[config.mk]
export PLATFORM = sky130hd
export DESIGN_NAME = store_commit_buffer_flat
export DESIGN_NICKNAME = d
export VERILOG_FILES = /design/src/rtl/store_commit_buffer_if.sv /design/src/rtl/store_commit_buffer.sv /design/src/flat_wrapper.sv
export SDC_FILE = /design/constraint.sdc
export NUM_CORES = 2
export LEC_CHECK = 0
export BUFFER_PORTS_ARGS = -buffer_cell sky130_fd_sc_hd__buf_2
export CORE_MARGIN = 3
export CORE_UTILIZATION = 45
export CTS_BUF_LIST = sky130_fd_sc_hd__clkbuf_16
export DETAILED_ROUTE_END_ITERATION = 6
export PLACE_DENSITY = 0.59
export SLEW_MARGIN = 20
export SYNTH_ARGS = -nofsm -noshare
export SYNTH_HDL_FRONTEND = slang
export SYNTH_SLANG_ARGS = --single-unit
[constraint.sdc]
create_clock -name clk -period 12.7 [get_ports clk]
set_input_delay 2.54 -clock clk [delete_from_list [all_inputs] [get_ports clk]]
set_output_delay 2.54 -clock clk [all_outputs]
set_load 0.05 [all_outputs]
[src/rtl/store_commit_buffer_if.sv]
// store_commit_buffer_if: LSB allocate, ROB commit, byte-wide memory port and load-lookup signals.
interface store_commit_buffer_if #(
    parameter int LW = 5,
    parameter int AW = 32,
    parameter int VW = 32
);
    logic          rdy_in;
    logic          flush_in;
    logic          alloc_en;
    logic [LW-1:0] alloc_lab;
    logic [AW-1:0] alloc_addr;
    logic [VW-1:0] alloc_data;
    logic [1:0]    alloc_size;
    logic          rob2lsb_store_en;
    logic [LW-1:0] store_index;
    logic          mem_busy;
    logic          sb_full;
    logic          mem_req;
    logic [AW-1:0] mem_addr;
    logic [7:0]    mem_dout;
    logic          mem_wr;
    logic          mem_gnt;
    logic [AW-1:0] ld_addr;
    logic          ld_stall;
    logic          ld_hit;
    logic [VW-1:0] ld_data;
    logic          sb_err;
    logic [31:0]   store_cnt;
    modport slave (
        input  rdy_in, flush_in, alloc_en, alloc_lab, alloc_addr, alloc_data, alloc_size,
               rob2lsb_store_en, store_index, mem_gnt, ld_addr,
        output mem_busy, sb_full, mem_req, mem_addr, mem_dout, mem_wr, ld_stall, ld_hit, ld_data,
               sb_err, store_cnt
    );
    modport master (
        output rdy_in, flush_in, alloc_en, alloc_lab, alloc_addr, alloc_data, alloc_size,
               rob2lsb_store_en, store_index, mem_gnt, ld_addr,
        input  mem_busy, sb_full, mem_req, mem_addr, mem_dout, mem_wr, ld_stall, ld_hit, ld_data,
               sb_err, store_cnt
    );
endinterface

[src/rtl/store_commit_buffer.sv]
// store_commit_buffer: in-order store buffer, ROB-committed stores drain byte-serially to memory.
// Define SB_FWD_EN to forward whole aligned committed words to loads instead of stalling them.
module store_commit_buffer #(
    parameter int SB_DEPTH     = 8,
    parameter int ROB_ID_WIDTH = 4,
    parameter int ADDR_WIDTH   = 32,
    parameter int VAL_WIDTH    = 32
) (
    input logic                  clk,
    input logic                  rst_in,
    store_commit_buffer_if.slave sb
);
    localparam int IW = $clog2(SB_DEPTH);
    localparam int LW = ROB_ID_WIDTH + 1;
    typedef enum logic {IDLE, WRITE} state_t;
    state_t                state_q, state_d;
    logic [IW:0]           head_q, head_d, cmt_q, cmt_d, tail_q, tail_d, cnt;
    logic [LW-1:0]         lab_q  [SB_DEPTH];
    logic [ADDR_WIDTH-1:0] addr_q [SB_DEPTH];
    logic [VAL_WIDTH-1:0]  data_q [SB_DEPTH];
    logic [1:0]            size_q [SB_DEPTH];
    logic [1:0]            idx_q, idx_d, last_q, last_d;
    logic                  err_q, err_d;
    logic [31:0]           scnt_q, scnt_d;
    logic [IW-1:0]         hi, ci, ti, e;
    logic                  full, busy, commit, alloc, grant, done, match;
`ifdef SB_FWD_EN
    logic                  fwd;
    logic [VAL_WIDTH-1:0]  fdata;
`endif
    assign hi     = head_q[IW-1:0];
    assign ci     = cmt_q[IW-1:0];
    assign ti     = tail_q[IW-1:0];
    assign cnt    = tail_q - head_q;
    assign full   = cnt == (IW+1)'(SB_DEPTH);
    assign busy   = cmt_q == tail_q;
    assign commit = sb.rdy_in && sb.rob2lsb_store_en && !busy;
    assign alloc  = sb.rdy_in && sb.alloc_en && !full && !sb.flush_in;
    assign grant  = sb.rdy_in && state_q == WRITE && sb.mem_gnt;
    assign done   = grant && idx_q == last_q;
    always_comb begin
        state_d = state_q;
        idx_d   = idx_q;
        last_d  = last_q;
        head_d  = done ? head_q + 1'b1 : head_q;
        scnt_d  = done ? scnt_q + 32'd1 : scnt_q;
        cmt_d   = commit ? cmt_q + 1'b1 : cmt_q;
        // flush keeps a same-cycle commit: speculative region collapses onto the new cmt
        tail_d  = (sb.rdy_in && sb.flush_in) ? cmt_d : alloc ? tail_q + 1'b1 : tail_q;
        err_d   = err_q | (sb.rdy_in && sb.rob2lsb_store_en && (busy || lab_q[ci] != sb.store_index));
        if (sb.rdy_in && state_q == IDLE && cmt_q != head_q) begin
            state_d = WRITE;
            idx_d   = 2'd0;
            last_d  = size_q[hi] == 2'd0 ? 2'd0 : size_q[hi] == 2'd1 ? 2'd1 : 2'd3;
        end else if (grant) begin
            state_d = done ? IDLE : WRITE;
            idx_d   = idx_q + 2'd1;
        end
    end
    always_ff @(posedge clk or negedge rst_in) begin
        if (!rst_in) begin
            state_q <= IDLE;
            head_q  <= '0;
            cmt_q   <= '0;
            tail_q  <= '0;
            idx_q   <= '0;
            last_q  <= '0;
            err_q   <= 1'b0;
            scnt_q  <= '0;
        end else begin
            state_q <= state_d;
            head_q  <= head_d;
            cmt_q   <= cmt_d;
            tail_q  <= tail_d;
            idx_q   <= idx_d;
            last_q  <= last_d;
            err_q   <= err_d;
            scnt_q  <= scnt_d;
        end
    end
    always_ff @(posedge clk or negedge rst_in) begin
        if (!rst_in) begin
            for (int i = 0; i < SB_DEPTH; i++) begin
                lab_q[i]  <= '0;
                addr_q[i] <= '0;
                data_q[i] <= '0;
                size_q[i] <= '0;
            end
        end else if (alloc) begin
            lab_q[ti]  <= sb.alloc_lab;
            addr_q[ti] <= sb.alloc_addr;
            data_q[ti] <= sb.alloc_data;
            size_q[ti] <= sb.alloc_size;
        end
    end
    assign sb.mem_busy  = busy;
    assign sb.sb_full   = full;
    assign sb.mem_req   = sb.rdy_in && state_q == WRITE;
    assign sb.mem_wr    = sb.mem_req;
    assign sb.mem_addr  = state_q == WRITE ? addr_q[hi] + ADDR_WIDTH'(idx_q) : '0;
    assign sb.mem_dout  = state_q == WRITE ? data_q[hi][8*idx_q +: 8] : '0;
    assign sb.sb_err    = err_q;
    assign sb.store_cnt = scnt_q;
    // scan committed entries oldest to youngest so the youngest match wins
    always_comb begin
        match = 1'b0;
        e     = '0;
`ifdef SB_FWD_EN
        fwd   = 1'b0;
        fdata = '0;
`endif
        for (int i = 0; i < SB_DEPTH; i++) begin
            e = hi + IW'(i);
            if ((IW+1)'(i) < cmt_q - head_q && addr_q[e][ADDR_WIDTH-1:2] == sb.ld_addr[ADDR_WIDTH-1:2]) begin
                match = 1'b1;
`ifdef SB_FWD_EN
                fwd   = size_q[e][1] && addr_q[e][1:0] == 2'b00 && !(i == 0 && state_q == WRITE);
                fdata = data_q[e];
`endif
            end
        end
    end
`ifdef SB_FWD_EN
    assign sb.ld_hit   = match && fwd;
    assign sb.ld_data  = (match && fwd) ? fdata : '0;
    assign sb.ld_stall = match && !fwd;
`else
    assign sb.ld_hit   = 1'b0;
    assign sb.ld_data  = '0;
    assign sb.ld_stall = match;
`endif
endmodule

[src/flat_wrapper.sv]
// flat-port wrapper written by rule: the top's interface ports become plain ports
module store_commit_buffer_flat 
#(
    parameter int SB_DEPTH     = 8,
    parameter int ROB_ID_WIDTH = 4,
    parameter int ADDR_WIDTH   = 32,
    parameter int VAL_WIDTH    = 32
)
  (clk, rst_in, sb_rdy_in, sb_flush_in, sb_alloc_en, sb_alloc_lab, sb_alloc_addr, sb_alloc_data, sb_alloc_size, sb_rob2lsb_store_en, sb_store_index, sb_mem_gnt, sb_ld_addr, sb_mem_busy, sb_sb_full, sb_mem_req, sb_mem_addr, sb_mem_dout, sb_mem_wr, sb_ld_stall, sb_ld_hit, sb_ld_data, sb_sb_err, sb_store_cnt);
  store_commit_buffer_if sb_i ();
  input logic clk;
  input logic rst_in;
  input wire logic [$bits(sb_i.rdy_in)-1:0] sb_rdy_in;
  input wire logic [$bits(sb_i.flush_in)-1:0] sb_flush_in;
  input wire logic [$bits(sb_i.alloc_en)-1:0] sb_alloc_en;
  input wire logic [$bits(sb_i.alloc_lab)-1:0] sb_alloc_lab;
  input wire logic [$bits(sb_i.alloc_addr)-1:0] sb_alloc_addr;
  input wire logic [$bits(sb_i.alloc_data)-1:0] sb_alloc_data;
  input wire logic [$bits(sb_i.alloc_size)-1:0] sb_alloc_size;
  input wire logic [$bits(sb_i.rob2lsb_store_en)-1:0] sb_rob2lsb_store_en;
  input wire logic [$bits(sb_i.store_index)-1:0] sb_store_index;
  input wire logic [$bits(sb_i.mem_gnt)-1:0] sb_mem_gnt;
  input wire logic [$bits(sb_i.ld_addr)-1:0] sb_ld_addr;
  output wire logic [$bits(sb_i.mem_busy)-1:0] sb_mem_busy;
  output wire logic [$bits(sb_i.sb_full)-1:0] sb_sb_full;
  output wire logic [$bits(sb_i.mem_req)-1:0] sb_mem_req;
  output wire logic [$bits(sb_i.mem_addr)-1:0] sb_mem_addr;
  output wire logic [$bits(sb_i.mem_dout)-1:0] sb_mem_dout;
  output wire logic [$bits(sb_i.mem_wr)-1:0] sb_mem_wr;
  output wire logic [$bits(sb_i.ld_stall)-1:0] sb_ld_stall;
  output wire logic [$bits(sb_i.ld_hit)-1:0] sb_ld_hit;
  output wire logic [$bits(sb_i.ld_data)-1:0] sb_ld_data;
  output wire logic [$bits(sb_i.sb_err)-1:0] sb_sb_err;
  output wire logic [$bits(sb_i.store_cnt)-1:0] sb_store_cnt;
  assign sb_i.rdy_in = sb_rdy_in;
  assign sb_i.flush_in = sb_flush_in;
  assign sb_i.alloc_en = sb_alloc_en;
  assign sb_i.alloc_lab = sb_alloc_lab;
  assign sb_i.alloc_addr = sb_alloc_addr;
  assign sb_i.alloc_data = sb_alloc_data;
  assign sb_i.alloc_size = sb_alloc_size;
  assign sb_i.rob2lsb_store_en = sb_rob2lsb_store_en;
  assign sb_i.store_index = sb_store_index;
  assign sb_i.mem_gnt = sb_mem_gnt;
  assign sb_i.ld_addr = sb_ld_addr;
  assign sb_mem_busy = sb_i.mem_busy;
  assign sb_sb_full = sb_i.sb_full;
  assign sb_mem_req = sb_i.mem_req;
  assign sb_mem_addr = sb_i.mem_addr;
  assign sb_mem_dout = sb_i.mem_dout;
  assign sb_mem_wr = sb_i.mem_wr;
  assign sb_ld_stall = sb_i.ld_stall;
  assign sb_ld_hit = sb_i.ld_hit;
  assign sb_ld_data = sb_i.ld_data;
  assign sb_sb_err = sb_i.sb_err;
  assign sb_store_cnt = sb_i.store_cnt;
  store_commit_buffer #(.SB_DEPTH(SB_DEPTH), .ROB_ID_WIDTH(ROB_ID_WIDTH), .ADDR_WIDTH(ADDR_WIDTH), .VAL_WIDTH(VAL_WIDTH)) u_core (.clk(clk), .rst_in(rst_in), .sb(sb_i));
endmodule
==> flow_summary.toml <==
[status]
outcome = "finished, final reports clean"

[synth]
syn_avg_cell_area_um2 = 13.2
synth-edff-count = 0
yosysWarnings = 0
synth-main-ff-cell = "dfrtp_1"
synthCells = 3119
netlist_area_um2 = 41200
ys_types = 72
synth.ff_latch_count = 618
yosysSeqAreaShare_pct = 37.5
ys_async_sr_fraction_pct = 100

[layout]
layout.nets = 3329
final_common_cell = "dfrtp_1"
drive_above_1_share_pct = 41.1
final_cell_mix = "dfrtp_1 (615), mux2_2 (587), mux4_2 (378)"
fillers = 7791
area_growth_pct = 9.83
final_area_um2 = 45200

[sta]
max_freq_ghz = 0.112
max-slew-margin-rel_pct = 24.9
setup_slack_ps = 3790
layout_min_cycle_time_ps = 8910
hold_viol = 0
slew_viol_final = 0
period_share_pct = 70.2
setup_viol = 0
rsz0062_at_grt = "no"
finalSetupTns_ps = 0
worst_slew_pin_slew_ps = 1100
fin_skew_ps = 29.1

[power_and_ir_drop]
swShare_pct = 46.0
ir_drop_uv = 299
internal-power_mw = 7.99
power.share.clock_pct = 13.5
share_comb_of_total_power_pct = 60.9
power.switching_mw = 6.80
p_leak_nw = 18.9
power_density_nw_per_um2 = 327
seqPwrFrac_pct = 25.6

[route]
postRouteAntennaNets = 0
routed_wl_um = 135000
routedWlPerCell_um = 30.4
vias_per_cell = 6.51
firstDrtPassIters = 6
via_count = 28900
drt-initial-drc-count = 3011
drcViolationCount = 0

[floorplan]
dieArea_um2 = 95200
io_pins = 226
fp.dieW_um = 309
initial_utilization_pct = 45.6
die_h_um = 309
coreArea_um2 = 90400
rows = 110

[cts]
clk_latency_ps = 650
clk_pin_slew_ps = 60
cts-hold-fix-buffers = 0
htree_levels = 3
root_buffer = "clkbuf_16"
numCtsBuffers = 74
cts_tree = "done"
ctsResizeCount = 0
ctsLongestPathBuffers = 3
post_cts.repair.setup_buffers = 0
cts.sinks = 618

[grt]
grt_use_total_pct = 28.4
grt_max_degree = 187
met1_usage_pct = 38.4
met3_usage_pct = 4.98
grt_util_met2_pct = 46.2
grt_most_used_layer = "met2"
grt_pass1_vias = 29500
grt_antenna_before_repair = 20
overflow = 0
grt_pass1_wl_um = 201000

[worst_setup_path]
critical_path_class = "reg2out"
crit_path_start_kind = "register"
crit_family = "simple AND/OR/NAND/NOR gates"
slowest_stage = "dfrtp_4"
critical_path_required_ps = 10160
cp_cell_sequence = "clkinv_1 > buf_4 > ha_4 > buf_12 > mux4_2 > xnor2_1 > nand4_1 > or3_1 > o22ai_1 > nand4_1 > nor4_1 > o31ai_1 > nand4_1 > buf_2"
cpPeakStageDelay_ps = 1040
crit_buf_inv = 4
cp_common_cell = "nand4_1"
worst-endpoint-arrival_ps = 6370
endpoint_kind = "output port"
crit_fanout = 106

[min_path]
hold_class = "reg2reg"

[place]
place.gp.congestion = 0.996
dp_hpwl_um = 94300
placed_cell_area_um2 = 42900
pre_cts_ws_ps = 4500
io_buffers = 190

[flow_run]
maxCapViolations = 0
==> cells by family (layout without fill, tap and decap cells) <==
family	after synthesis	count (layout)	share of synthesized area, %
buffers and inverters	295	402	3.61
and+or+nand+nor	474	474	5.74
other	1	39	0.00910
adders and majority gates	16	16	0.522
AOI/OAI and AO/OA	211	211	3.44
DFF	618	618	37.5
xor gates and xnor gates	316	316	6.72
muxes	1188	1188	42.4
==> worst paths after layout <==
| path | slack, ps | start | cells after the start | to |
|---|---|---|---|---|
| min in group asynchronous | 1880 | rst_in | 1 | u_core.addr_q[155]$_DFFE_PN0P_ |
| max | 3790 | u_core.head_q[1]$_DFFE_PN0P_ | 14 | sb_ld_stall |
| max in group asynchronous | 8370 | rst_in | 3 | u_core.head_q[2]$_DFFE_PN0P_ |
| max reg2reg | 7580 | u_core.head_q[1]$_DFFE_PN0P_ | 12 | u_core.addr_q[42]$_DFFE_PN0P_ |
| min | 480 | u_core.sb.store_cnt[31]$_DFFE_PN0P_ | 1 | u_core.sb.store_cnt[31]$_DFFE_PN0P_ |
| min reg2reg | 480 | u_core.sb.store_cnt[31]$_DFFE_PN0P_ | 1 | u_core.sb.store_cnt[31]$_DFFE_PN0P_ |
==> power groups by stage <==
| stage | Sequential (mW) | Clock, mW | Combinational (mW) |
|---|---|---|---|
| 4_1_cts | 3.75 | 2.05 | 8.96 |
| 3_3_place_gp | 3.67 | 0 | 8.81 |
| 2_1_floorplan | 3.34 | 0 | 6.66 |
| 6_report | 3.79 | 1.99 | 9.01 |
| 5_1_grt | 3.91 | 2.13 | 9.44 |
| 3_5_place_dp | 3.79 | 0 | 8.91 |
==> final cells by class <==
| type | instances | area, um^2 | area share [%] |
|---|---|---|---|
| Multi-Input combinational cell | 2238 | 24500 | 54.1 |
| Clock inverter | 60 | 388 | 0.857 |
| Timing Repair Buffer | 244 | 1430 | 3.17 |
| Inverter | 22 | 83.8 | 0.185 |
| Clock buffer | 76 | 1900 | 4.20 |
| Tap cell | 1176 | 1470 | 3.25 |
| Antenna cell | 6 | 15.0 | 0.0332 |
| Sequential cell | 618 | 15500 | 34.2 |
==> layer usage <==
metal	part of all wire, %	up-vias
met3	6.6	281
met4	3.8	14
met5	0.070	-
li1	-	12100
met1	41	15300
met2	49	1216
==> synthesized netlist by cell type (5+ instances only) <==
| library cell | count | area (um^2) |
|---|---|---|
| nor2_1 | 116 | 435 |
| buf_4 | 59 | 443 |
| buf_6 | 7 | 78.8 |
| inv_1 | 16 | 60.1 |
| xnor2_1 | 246 | 2150 |
| dfrtp_1 | 618 | 15500 |
| mux4_1 | 6 | 158 |
| nand2_1 | 107 | 402 |
| and2_1 | 9 | 56.3 |
| or4_1 | 8 | 60.1 |
| o21ai_0 | 51 | 255 |
| ha_1 | 14 | 175 |
| nor3_1 | 26 | 130 |
| nand4b_1 | 5 | 43.8 |
| clkbuf_1 | 94 | 353 |
| a31oi_1 | 10 | 62.6 |
| nand4_1 | 43 | 269 |
| o31ai_1 | 5 | 37.5 |
| and3_1 | 11 | 68.8 |
| a221oi_1 | 21 | 184 |
| a21oi_1 | 33 | 165 |
| o22ai_1 | 25 | 156 |
| mux4_2 | 378 | 8510 |
| o2111ai_1 | 5 | 43.8 |
| buf_2 | 77 | 385 |
| nor4_1 | 29 | 181 |
| clkinv_1 | 5 | 18.8 |
| nand2b_1 | 10 | 62.6 |
| a22oi_1 | 23 | 173 |
| mux2i_1 | 213 | 2130 |
| buf_1 | 35 | 131 |
| xor2_1 | 70 | 613 |
| nand3_1 | 73 | 365 |
| mux2_2 | 587 | 6610 |
| nor3b_1 | 6 | 45.0 |
| or3_1 | 6 | 37.5 |
| nor2b_1 | 9 | 56.3 |
==> through the flow <==
| step | std cells | hold WS [ps] | util (%) | total power [mW] |
|---|---|---|---|---|
| after detailed placement | 4298 | 469 | 47.5 | 12.7 |
| after global placement | 4298 | 463 | 47.5 | 12.5 |
| after floorplan | 3151 | 469 | - | 10.0 |
| after global routing | 4438 | 511 | 50.0 | 15.5 |
| final | 4440 | 475 | 50.0 | 14.8 |
| after CTS | 4434 | 482 | 50.0 | 14.8 |
==> sequential cells by signal, indices dropped and copies added, names as in the netlist <==
| register | cells |
|---|---|
| u_core.data_q | 256 |
| u_core.idx_q | 2 |
| u_core.sb.sb_err | 1 |
| u_core.last_q | 2 |
| u_core.head_q | 4 |
| u_core.sb.store_cnt | 32 |
| u_core.size_q | 16 |
| u_core.addr_q | 256 |
| u_core.tail_q | 4 |
| u_core.state_q | 1 |
| u_core.cmt_q | 4 |
| u_core.lab_q | 40 |
Power figures use the tool's default switching activity.
